### config.mk
export PLATFORM = sky130hd
export DESIGN_NAME = unified_mem_arbiter
export DESIGN_NICKNAME = d
export VERILOG_FILES = /design/src/rtl/cpu_pkg.sv /design/src/rtl/arb_streak_cnt.sv /design/src/rtl/unified_mem_arbiter.sv
export SDC_FILE = /design/constraint.sdc
export NUM_CORES = 1
export LEC_CHECK = 0
export ABC_AREA = 1
export ABC_CLOCK_PERIOD_IN_PS = 6000
export CAP_MARGIN = 30
export CORE_MARGIN = 2
export CORE_UTILIZATION = 42
export CTS_CLUSTER_SIZE = 30
export DETAILED_ROUTE_END_ITERATION = 12
export PLACE_DENSITY = 0.8
export SLEW_MARGIN = 25
export SYNTH_ARGS = -nofsm -noshare
export SYNTH_HDL_FRONTEND = slang
export SYNTH_SLANG_ARGS = --single-unit
### constraint.sdc
create_clock -name Clk -period 6 [get_ports Clk]
set_input_delay 1.2 -clock Clk [delete_from_list [all_inputs] [get_ports Clk]]
set_output_delay 1.2 -clock Clk [all_outputs]
set_load 0.1 [all_outputs]
### src/rtl/cpu_pkg.sv
// Shared definitions for the unified memory arbiter: FSM encoding and
// default bus geometry.
package cpu_pkg;

    typedef enum logic [1:0] {
        IDLE  = 2'd0,
        FETCH = 2'd1,
        DATA  = 2'd2
    } arb_state_e;

    localparam int XLEN = 32;
    localparam int BE_W = XLEN / 8;

    // Instruction fetches always read the full word.
    localparam logic [BE_W-1:0] FETCH_BE = '1;

endpackage

### src/rtl/arb_streak_cnt.sv
// Counts consecutive data grants made while a fetch is waiting and raises
// force_fetch once the limit is reached, so fetch cannot be starved.
module arb_streak_cnt #(
    parameter int MAX_DSTREAK = 4
) (
    input  logic Clk,
    input  logic Rst,
    input  logic i_data_grant,
    input  logic i_fetch_grant,
    input  logic i_if_req,
    output logic o_force_fetch
);

    localparam logic [3:0] MAXV = 4'(MAX_DSTREAK);

    logic [3:0] r_cnt;

    // Saturating count of data grants that overtook a pending fetch.
    always_ff @(posedge Clk or posedge Rst) begin
        if (Rst) begin
            r_cnt <= '0;
        end else if (i_fetch_grant) begin
            r_cnt <= '0;
        end else if (i_data_grant) begin
            if (!i_if_req)
                r_cnt <= '0;
            else if (r_cnt != MAXV)
                r_cnt <= r_cnt + 4'd1;
        end
    end

    assign o_force_fetch = (r_cnt == MAXV);

endmodule

### src/rtl/unified_mem_arbiter.sv
// Arbitrates the IF fetch port and the MEM load/store port onto one
// single-port memory with a registered req/ack handshake.
module unified_mem_arbiter
    import cpu_pkg::*;
#(
    parameter int ADDR_W      = 32,
    parameter int DATA_W      = XLEN,
    parameter int MAX_DSTREAK = 4
) (
    input  logic                Clk,
    input  logic                Rst,
    input  logic                IF_Req,
    input  logic [ADDR_W-1:0]   IF_Addr,
    input  logic                Flush,
    output logic                IF_Ready,
    output logic [DATA_W-1:0]   IF_Rdata,
    output logic                IF_Stall,
    input  logic                D_Req,
    input  logic                D_We,
    input  logic [ADDR_W-1:0]   D_Addr,
    input  logic [DATA_W-1:0]   D_Wdata,
    input  logic [DATA_W/8-1:0] D_Be,
    output logic                D_Ready,
    output logic [DATA_W-1:0]   D_Rdata,
    output logic                D_Stall,
    output logic                M_Req,
    output logic                M_We,
    output logic [ADDR_W-1:0]   M_Addr,
    output logic [DATA_W-1:0]   M_Wdata,
    output logic [DATA_W/8-1:0] M_Be,
    input  logic                M_Ack,
    input  logic [DATA_W-1:0]   M_Rdata
);

    localparam int BW = DATA_W / 8;

    arb_state_e        r_state, w_state;
    logic              r_mreq, w_mreq;
    logic              r_mwe, w_mwe;
    logic [ADDR_W-1:0] r_maddr, w_maddr;
    logic [DATA_W-1:0] r_mwdata, w_mwdata;
    logic [BW-1:0]     r_mbe, w_mbe;
    logic              r_if_ready, w_if_ready;
    logic              r_d_ready, w_d_ready;
    logic [DATA_W-1:0] r_if_rdata, w_if_rdata;
    logic [DATA_W-1:0] r_d_rdata, w_d_rdata;
    logic              r_drop, w_drop;

    logic w_if_elig, w_d_elig, w_force_fetch;
    logic w_fetch_grant, w_data_grant;

    // A port is not re-granted in its own Ready cycle; a redirect masks fetch.
    assign w_if_elig = IF_Req & ~r_if_ready & ~Flush;
    assign w_d_elig  = D_Req & ~r_d_ready;

    arb_streak_cnt #(.MAX_DSTREAK(MAX_DSTREAK)) u_streak (
        .Clk           (Clk),
        .Rst           (Rst),
        .i_data_grant  (w_data_grant),
        .i_fetch_grant (w_fetch_grant),
        .i_if_req      (IF_Req),
        .o_force_fetch (w_force_fetch)
    );

    // State register and all registered outputs.
    always_ff @(posedge Clk or posedge Rst) begin
        if (Rst) begin
            r_state    <= IDLE;
            r_mreq     <= 1'b0;
            r_mwe      <= 1'b0;
            r_maddr    <= '0;
            r_mwdata   <= '0;
            r_mbe      <= '0;
            r_if_ready <= 1'b0;
            r_d_ready  <= 1'b0;
            r_if_rdata <= '0;
            r_d_rdata  <= '0;
            r_drop     <= 1'b0;
        end else begin
            r_state    <= w_state;
            r_mreq     <= w_mreq;
            r_mwe      <= w_mwe;
            r_maddr    <= w_maddr;
            r_mwdata   <= w_mwdata;
            r_mbe      <= w_mbe;
            r_if_ready <= w_if_ready;
            r_d_ready  <= w_d_ready;
            r_if_rdata <= w_if_rdata;
            r_d_rdata  <= w_d_rdata;
            r_drop     <= w_drop;
        end
    end

    // Next-state: arbitrate in IDLE, hold the request until M_Ack otherwise.
    always_comb begin
        w_state       = r_state;
        w_mreq        = r_mreq;
        w_mwe         = r_mwe;
        w_maddr       = r_maddr;
        w_mwdata      = r_mwdata;
        w_mbe         = r_mbe;
        w_if_ready    = 1'b0;
        w_d_ready     = 1'b0;
        w_if_rdata    = r_if_rdata;
        w_d_rdata     = r_d_rdata;
        w_drop        = r_drop;
        w_fetch_grant = 1'b0;
        w_data_grant  = 1'b0;
        case (r_state)
            IDLE: begin
                w_drop = 1'b0;
                if (w_if_elig && (!w_d_elig || w_force_fetch)) begin
                    w_fetch_grant = 1'b1;
                    w_state       = FETCH;
                    w_mreq        = 1'b1;
                    w_mwe         = 1'b0;
                    w_maddr       = IF_Addr;
                    w_mbe         = {BW{1'b1}};
                end else if (w_d_elig) begin
                    w_data_grant = 1'b1;
                    w_state      = DATA;
                    w_mreq       = 1'b1;
                    w_mwe        = D_We;
                    w_maddr      = D_Addr;
                    w_mwdata     = D_Wdata;
                    w_mbe        = D_Be;
                end
            end
            FETCH: begin
                if (Flush)
                    w_drop = 1'b1;
                if (M_Ack) begin
                    w_mreq  = 1'b0;
                    w_state = IDLE;
                    w_drop  = 1'b0;
                    // A redirect seen during or with the ack discards the word.
                    if (!(r_drop || Flush)) begin
                        w_if_ready = 1'b1;
                        w_if_rdata = M_Rdata;
                    end
                end
            end
            DATA: begin
                if (M_Ack) begin
                    w_mreq    = 1'b0;
                    w_state   = IDLE;
                    w_d_ready = 1'b1;
                    if (!r_mwe)
                        w_d_rdata = M_Rdata;
                end
            end
            default: w_state = IDLE;
        endcase
    end

    assign IF_Ready = r_if_ready;
    assign IF_Rdata = r_if_rdata;
    assign D_Ready  = r_d_ready;
    assign D_Rdata  = r_d_rdata;
    assign M_Req    = r_mreq;
    assign M_We     = r_mwe;
    assign M_Addr   = r_maddr;
    assign M_Wdata  = r_mwdata;
    assign M_Be     = r_mbe;

    assign IF_Stall = IF_Req & ~r_if_ready;
    assign D_Stall  = D_Req & ~r_d_ready;

endmodule

# After elaboration in Yosys (flattened, before gate mapping)
# Cells that the tools add are included.
dict set report totals {
  latchBits 0
  output_inout_bits 138
  memories 0
  reg_bits 143
  wordCells 79
  romBits 0
  mem_bits_rw 0
}
dict set report op_classes {
  n_bitwise 9
  shifts 0
  eq_ne 8
  n_addsub 1
  order_cmp 0
  n_mul 0
  n_div 0
  muxes 31
  reduce_logical 18
}
# cell count
set op_table {}
lappend op_table {{$mux 32} 2}
lappend op_table {{$mux 4} 6}
lappend op_table {{$mux 1} 17}
lappend op_table {{$reduce_and 3->1} 4}
lappend op_table {{$reduce_and 2->1} 4}
lappend op_table {{$reduce_bool 2->1} 4}
lappend op_table {{$mux 2} 3}
lappend op_table {{$ne 3x3->1 const B} 2}
lappend op_table {{$not 1->1} 6}
lappend op_table {{$add 4x1->4 const B} 1}
lappend op_table {{$eq 4x3->1 const B} 1}
lappend op_table {{$ne 4x3->1 const B} 1}
lappend op_table {{$pmux 1 s2} 2}
lappend op_table {{$pmux 2 s2} 1}
lappend op_table {{$and 1x1->1} 3}
lappend op_table {{$ne 3x1->1 const B} 1}
lappend op_table {{$eq 2x1->1 const B} 1}
lappend op_table {{$eq 2x2->1 const B} 1}
lappend op_table {{$logic_not 2->1} 1}
lappend op_table {{$logic_or 1x1->1} 2}
lappend op_table {{$ne 2x1->1 const B} 1}
lappend op_table {{$reduce_or 2->1} 1}
lappend op_table {{$logic_and 1x1->1} 1}
lappend op_table {{$logic_not 1->1} 1}

# Longest topological paths before layout
# Gate-level depths: netlist (run 1).
dict set report depth {
  word_depth 9
  mapped_depth 9
  depth_no_buf 8
}

# Hierarchy
# From an unflattened synthesis (run 1), not the netlist that was laid out.
dict set report hier_totals {
  hier_cells 731
  hier_area_um2 6183.4
}
# module seq_area_each_um2 instances area_per_inst_um2 cells_per_inst
set modules_own_cells {}
lappend modules_own_cells {unified_mem_arbiter 3478.3 1 5905.7 689}
lappend modules_own_cells {arb_streak_cnt 100.1 1 277.8 42}

# Worst setup path before layout (run 1)
# OpenSTA, ideal clock, no wires.
dict set report synth_path {
  kind {input port to output port}
  start {input IF_Req}
  end {output IF_Stall}
  path_slack_ns 2.294
  arrival_ns 2.506
  path_buffers 0
  t_required_ns 4.800
  cell_stages 2
  path_cell_list {inv_1 nor2_1}
}
dict set report synth_between {
  elab_chain_len 1
}
# item line_no
set synth_lines {}
lappend synth_lines {{from (decl)} unified_mem_arbiter.sv:12} ;# input logic IF_Req,
lappend synth_lines {{$and 1x1->1} unified_mem_arbiter.sv:166} ;# assign IF_Stall = IF_Req & ~r_if_ready;
lappend synth_lines {{to (decl)} unified_mem_arbiter.sv:17} ;# output logic IF_Stall,
# No other way between the ends.

# Worst setup path in the final report (run 1)
# Same ends and word-level chain as after synthesis.

==> results.md, run 1 <==
- Routed wire length: 17,800 µm
- Die Wd: 126 µm
- Num CTS Buffers: 17
- Post-CTS Setup Bufs: 0
- Core Rows: 44
- Vias: 5,724
- Tmin final: 4320 ps
- Initial Util: 43.1%
- Post_cts resized: 0
- Syn_area_per_cell: 8.62 µm²
- Number of routed nets with antenna violations: 0
- Synth Cell Area: 6260 µm²
- Port bufs: 276
- Top cells by count, synth: nand2_1 (243), dfrtp_1 (143), inv_1 (81)
- Final nets: 1,131
- Syn Nets: 871
- Least-Margin Pin Slew: 1040 ps
- Fin. Hold Viols: 0
- Max-slew violations: 0
- Max-capacitance violation count: 0
- GP Congestion: 0.795
- N_diodes: 0
- Num ports: 277
- Area occupied by multi-input gates: 2140 µm²
- Worst-path clk slew: 50 ps
- Library cells used by synthesis: 24
- Main synth FF type: dfrtp_1
- Vias in the first global route: 5,671
- # setup viols final: 0
- CTS Sinks: 143
- Worst Skew: 8.56 ps
- Longest Clk Path Bufs: 2
- Relative slew slack: 30.2%
- Critical Path Source Type: primary input
- Area delta synth->final: 55.9%
- Post-detail-place hpwl: 12,200 µm
- Register area: 3580 µm²
- Share of the synthesized area in the top cell type: 57.1%
- DR iter-0 viols: 321
- Filler instances: 1,181
- Drt pass-1 iters: 4
- Largest net degree at the start of global routing: 100
- Fin crit share: 72.1%
- DR DRC count: 0
- CTS tree: done
- Post-synth top area cell: dfrtp_1
- First-pass GRT wire length: 29,000 µm
- Initial antenna violation count: 0
- Synth Instances: 727
- Number of synthesized register bits: 143
- CTS H-tree lvls: 4
- Fin cells: 1,184
- Outcome: finished clean
- Clk_lat worst skew: 410 ps
- Setup tns final: 0 ps
- Via density: 4.83
- Max Fclk: 231 MHz
- Post-synth ARST share: 100%
- Die Height: 126 µm
- CP max FO: 4
- EDFF count, synth: 0
- Gr ovfl total: 0
- Top post-synthesis cells by area: dfrtp_1 (57%), nand2_1 (15%), nand3_1 (5.9%)
- Top-count cell post-synth: nand2_1
- Worst hold path class: reg2reg
- Drt wl/cell: 15.0 µm
- Share of layout cells above drive strength 1: 5.00%
- GR Util All Layers: 22.9%
- Crit Path Category: in2out
- YS warnings: 0
- Die ar.: 15,900 µm²
- Placed Cells: 1,150
- Register area share after synthesis: 57.1%
- Worst path arrival time: 3120 ps
- Post-CTS Hold Buffers: 0
- Clock root cell: clkbuf_16
- Core area: 14,500 µm²
- RSZ-0062 raised after global routing: no
- Critical Path RT: 4800 ps
- CP Capture Type: output pin
==> final cells by class <==
type | count | share of cell area [%]
flip-flops and latches | 143 | 36.6
multi-input cells | 459 | 21.9
clock buffers | 22 | 4.75
clock inverters | 10 | 1.64
repair buffers | 282 | 29.4
well taps | 184 | 2.36
inverters | 84 | 3.28
==> layout by cell type, fill, tap and decap left out, drive strengths merged <==
cell	n
clkinvlp	1
dfrtp	143
clkinv	5
nand4	1
nand3b	32
ha	5
or2	2
a21oi	6
clkdlybuf4s50	276
o21ai	72
nor2	17
nand3	76
bufinv	4
nand2	247
inv	84
buf	6
clkbuf	22
xnor2	1
==> routing by layer <==
| layer | track usage [%] | vias to the layer above | share of wire, % |
|---|---|---|---|
| met2 | 36.7 | 249 | 47 |
| met5 | 0 | - | 0 |
| met1 | 27.8 | 2642 | 41 |
| met3 | 8.92 | 34 | 10 |
| met4 | 9.18 | 0 | 2.6 |
| li1 | - | 2799 | - |
==> worst max-delay path: stages <==
cell and delay (ps):
clkdlybuf4s50_1 540, inv_1 110, nor2_1 100, clkdlybuf4s50_1 1160
==> kinds of logic (layout without fill, tap and decap cells) <==
family / count (synthesis) / after routing / share of synthesized area [%]
xor+xnor: 1 / 1 / 0.140
buf+inv: 125 / 398 / 8.83
simple gates: 375 / 375 / 26.6
flops: 143 / 143 / 57.1
fa+ha+maj: 5 / 5 / 0.999
compound gates: 78 / 78 / 6.29
==> through the flow <==
stage                     hold WS [ps]  setup slack (ps)  util [%]  instance area [µm²]
after floorplan                    475               962         -                 6260
after global routing               490              1590      67.2                 9770
after CTS                          471              1660      66.8                 9710
after detailed placement           458              1680      62.5                 9090
after global placement             453              1680      62.3                 9050
final                              466              1680      67.2                 9770
==> flip-flops by register name, indices dropped and copies added, names as in the netlist <==
register and flops:
D_Ready 1, u_streak.r_cnt 4, M_Be 4, IF_Ready 1
M_Addr 32, M_Wdata 32, IF_Rdata 32, D_Rdata 32
r_state 2, M_Req 1, M_We 1, r_drop 1
==> worst paths after layout <==
kind	start	endpoint	slack (ps)	cells past startpoint
hold reg to reg	M_Wdata[21]	M_Wdata[21]	470	2
max in group asynchronous	Rst	M_Wdata[7]	3630	4
setup reg to reg	u_streak.r_cnt[0]	M_Wdata[6]	3190	8
hold / removal	M_Wdata[21]	M_Wdata[21]	470	2
setup / recovery	IF_Req	IF_Stall	1680	4
min in group asynchronous	Rst	M_Wdata[25]	1110	2
Power of run 1 is not shown: default switching activity piles up to over one toggle a cycle in this logic, so the estimate is an artifact.
==> inputs of run 2 (changes only) <==
- ABC_CLOCK_PERIOD_IN_PS: 6000 -> 3900
- CORE_UTILIZATION: 42 -> 38
- PLACE_DENSITY: 0.8 -> 0.77
- clock period: 6 -> 3.9 ns (I/O delays scaled with it)
==> results.md, run 2 (synthesized netlist as in run 1, its figures left out) <==
- Final instance area: 9770 µm² (about the same)
- Port bufs: 276 (unchanged)
- CP max FO: 3 (-1)
- Core Rows: 46 (+4.5%)
- Worst setup path start: M_We
- FF-to-FF End: M_Addr[20]
- Max-capacitance violation count: 0 (unchanged)
- Die Wd: 132 µm (+5.0%)
- N_diodes: 0 (unchanged)
- Area delta synth->final: 56.0% (about the same)
- GP Congestion: 0.763 (-4.0%)
- Most frequent cells in the layout: clkdlybuf4s50_1 (274), nand2_1 (242), dfrtp_1 (143)
- DR iter-0 viols: 284 (-12%)
- Routed wire length: 18,100 µm (+1.8%)
- Fin crit share: 70.5%
- Least-Margin Pin Slew: 1020 ps (-26.5 ps)
- Critical Path Source Type: flip-flop
- Vias: 5,777 (+0.93%)
- Initial antenna violation count: 0 (unchanged)
- Max Fclk: 364 MHz
- Clk_lat worst skew: 420 ps (about the same)
- Worst-path clk slew: 60 ps (about the same)
- Share of layout cells above drive strength 1: 6.06% (+1.1 points)
- Fin cells: 1,222 (+3.2%)
- Drt wl/cell: 14.8 µm (-1.4%)
- Gr ovfl total: 0 (unchanged)
- Setup tns final: 0 ps (unchanged)
- Commonest non-fill, non-tap cell in the layout: clkdlybuf4s50_1
- Number of routed nets with antenna violations: 0 (unchanged)
- CTS tree: done
- Crit-path slowest cell: clkdlybuf4s50_1
- CTS Sinks: 143 (unchanged)
- Relative slew slack: 32.0% (+1.8 points)
- Core area: 16,000 µm² (+10%)
- Post-CTS Setup Bufs: 0 (unchanged)
- First-pass GRT wire length: 29,700 µm (+2.4%)
- RSZ-0062 raised after global routing: no
- Post-CTS Hold Buffers: 0 (unchanged)
- Worst Skew: 5.48 ps (-3.08 ps)
- Fin. Hold Viols: 0 (unchanged)
- Placed cell areas: 9190 µm² (+1.1%)
- Longest Clk Path Bufs: 2 (unchanged)
- Num CTS Buffers: 17 (unchanged)
- Max-slew violations: 0 (unchanged)
- Tmin final: 2750 ps
- Worst path arrival time: 1970 ps (-1150 ps)
- CP Capture Type: output pin
- Num ports: 277 (unchanged)
- R2R depth: 9 (+1)
- CP endpoint: M_We
- CTS H-tree lvls: 4 (unchanged)
- Via density: 4.73 (-2.2%)
- Vias in the first global route: 5,786 (+2.0%)
- Largest net degree at the start of global routing: 144 (+44%)
- Critical Path RT: 3120 ps (-1680 ps)
- Post-detail-place hpwl: 12,500 µm (+2.1%)
- Post_cts resized: 0 (unchanged)
- Outcome: finished clean
- Placed Cells: 1,189 (+3.4%)
- Drt pass-1 iters: 5 (+1)
- Crit path largest cell delay: 1180 ps (+20 ps)
- Crit-path cells: clkdlybuf4s50_1
- Worst path buffer plus inverter count: 1 (-2)
- GR Util All Layers: 21.2% (-1.7 points)
- Die ar.: 17,500 µm² (+10%)
- Final nets: 1,137 (+0.53%)
- DR DRC count: 0 (unchanged)
- # setup viols final: 0 (unchanged)
- Die Height: 132 µm (+5.0%)
- Worst hold path class: reg2reg
- Clock root cell: clkbuf_16
- Hold_ws: 469 ps (+2.37 ps)
- Crit Path Category: reg2out
- Crit path max-delay family: buffers and inverters
- R2R Path Start: u_streak.r_cnt[0]
- Critical path depth: 1 (-3)
- Initial Util: 39.2% (-4.0 points)
- R2R Setup Slk: 1930 ps (-1260 ps)
[run 2: metal layers]
metal  up-vias  part of all wire (%)  GRT usage [%]  wire length (µm)
li1       2818                     -              -                 -
met1      2690                    42           26.0              7510
met2       238                    46           33.4              8320
met3        31                    10           8.92              1850
met4         0                   2.2           7.95               406
met5         -                     0              0                 0
[run 2: metrics by stage]
| stage | setup WS, ps | utilization (%) |
|---|---|---|
| final | 1150 | 61.1 |
| after CTS | 1060 | 60.9 |
| after detailed placement | 1220 | 57.4 |
| after global placement | 1250 | 57.1 |
| after global routing | 1080 | 61.1 |
| after floorplan | 956 | - |
[run 2: how the worst min path moves through the flow]
| stage | start | end | slack, ps | depth (start not counted) |
|---|---|---|---|---|
| after floorplan | r_state[1] | r_state[1] | 470 | 2 |
| after global placement | M_Wdata[24] | M_Wdata[24] | 450 | 2 |
| after detailed placement | M_Wdata[24] | M_Wdata[24] | 460 | 2 |
| after CTS | M_Wdata[24] | M_Wdata[24] | 470 | 2 |
| after global routing | M_Wdata[17] | M_Wdata[17] | 490 | 2 |
| final | M_Wdata[15] | M_Wdata[15] | 470 | 2 |
[run 2: area by class of cell]
class	instances	area [µm²]
timing repair buffer	288	2910
multi-input combinational	459	2140
sequential	143	3580
tap	216	270
inverter	84	319
clock inverter	13	105
fill	1402	6230
clock buffer	19	453
Power of run 2 is left out for the same reason.
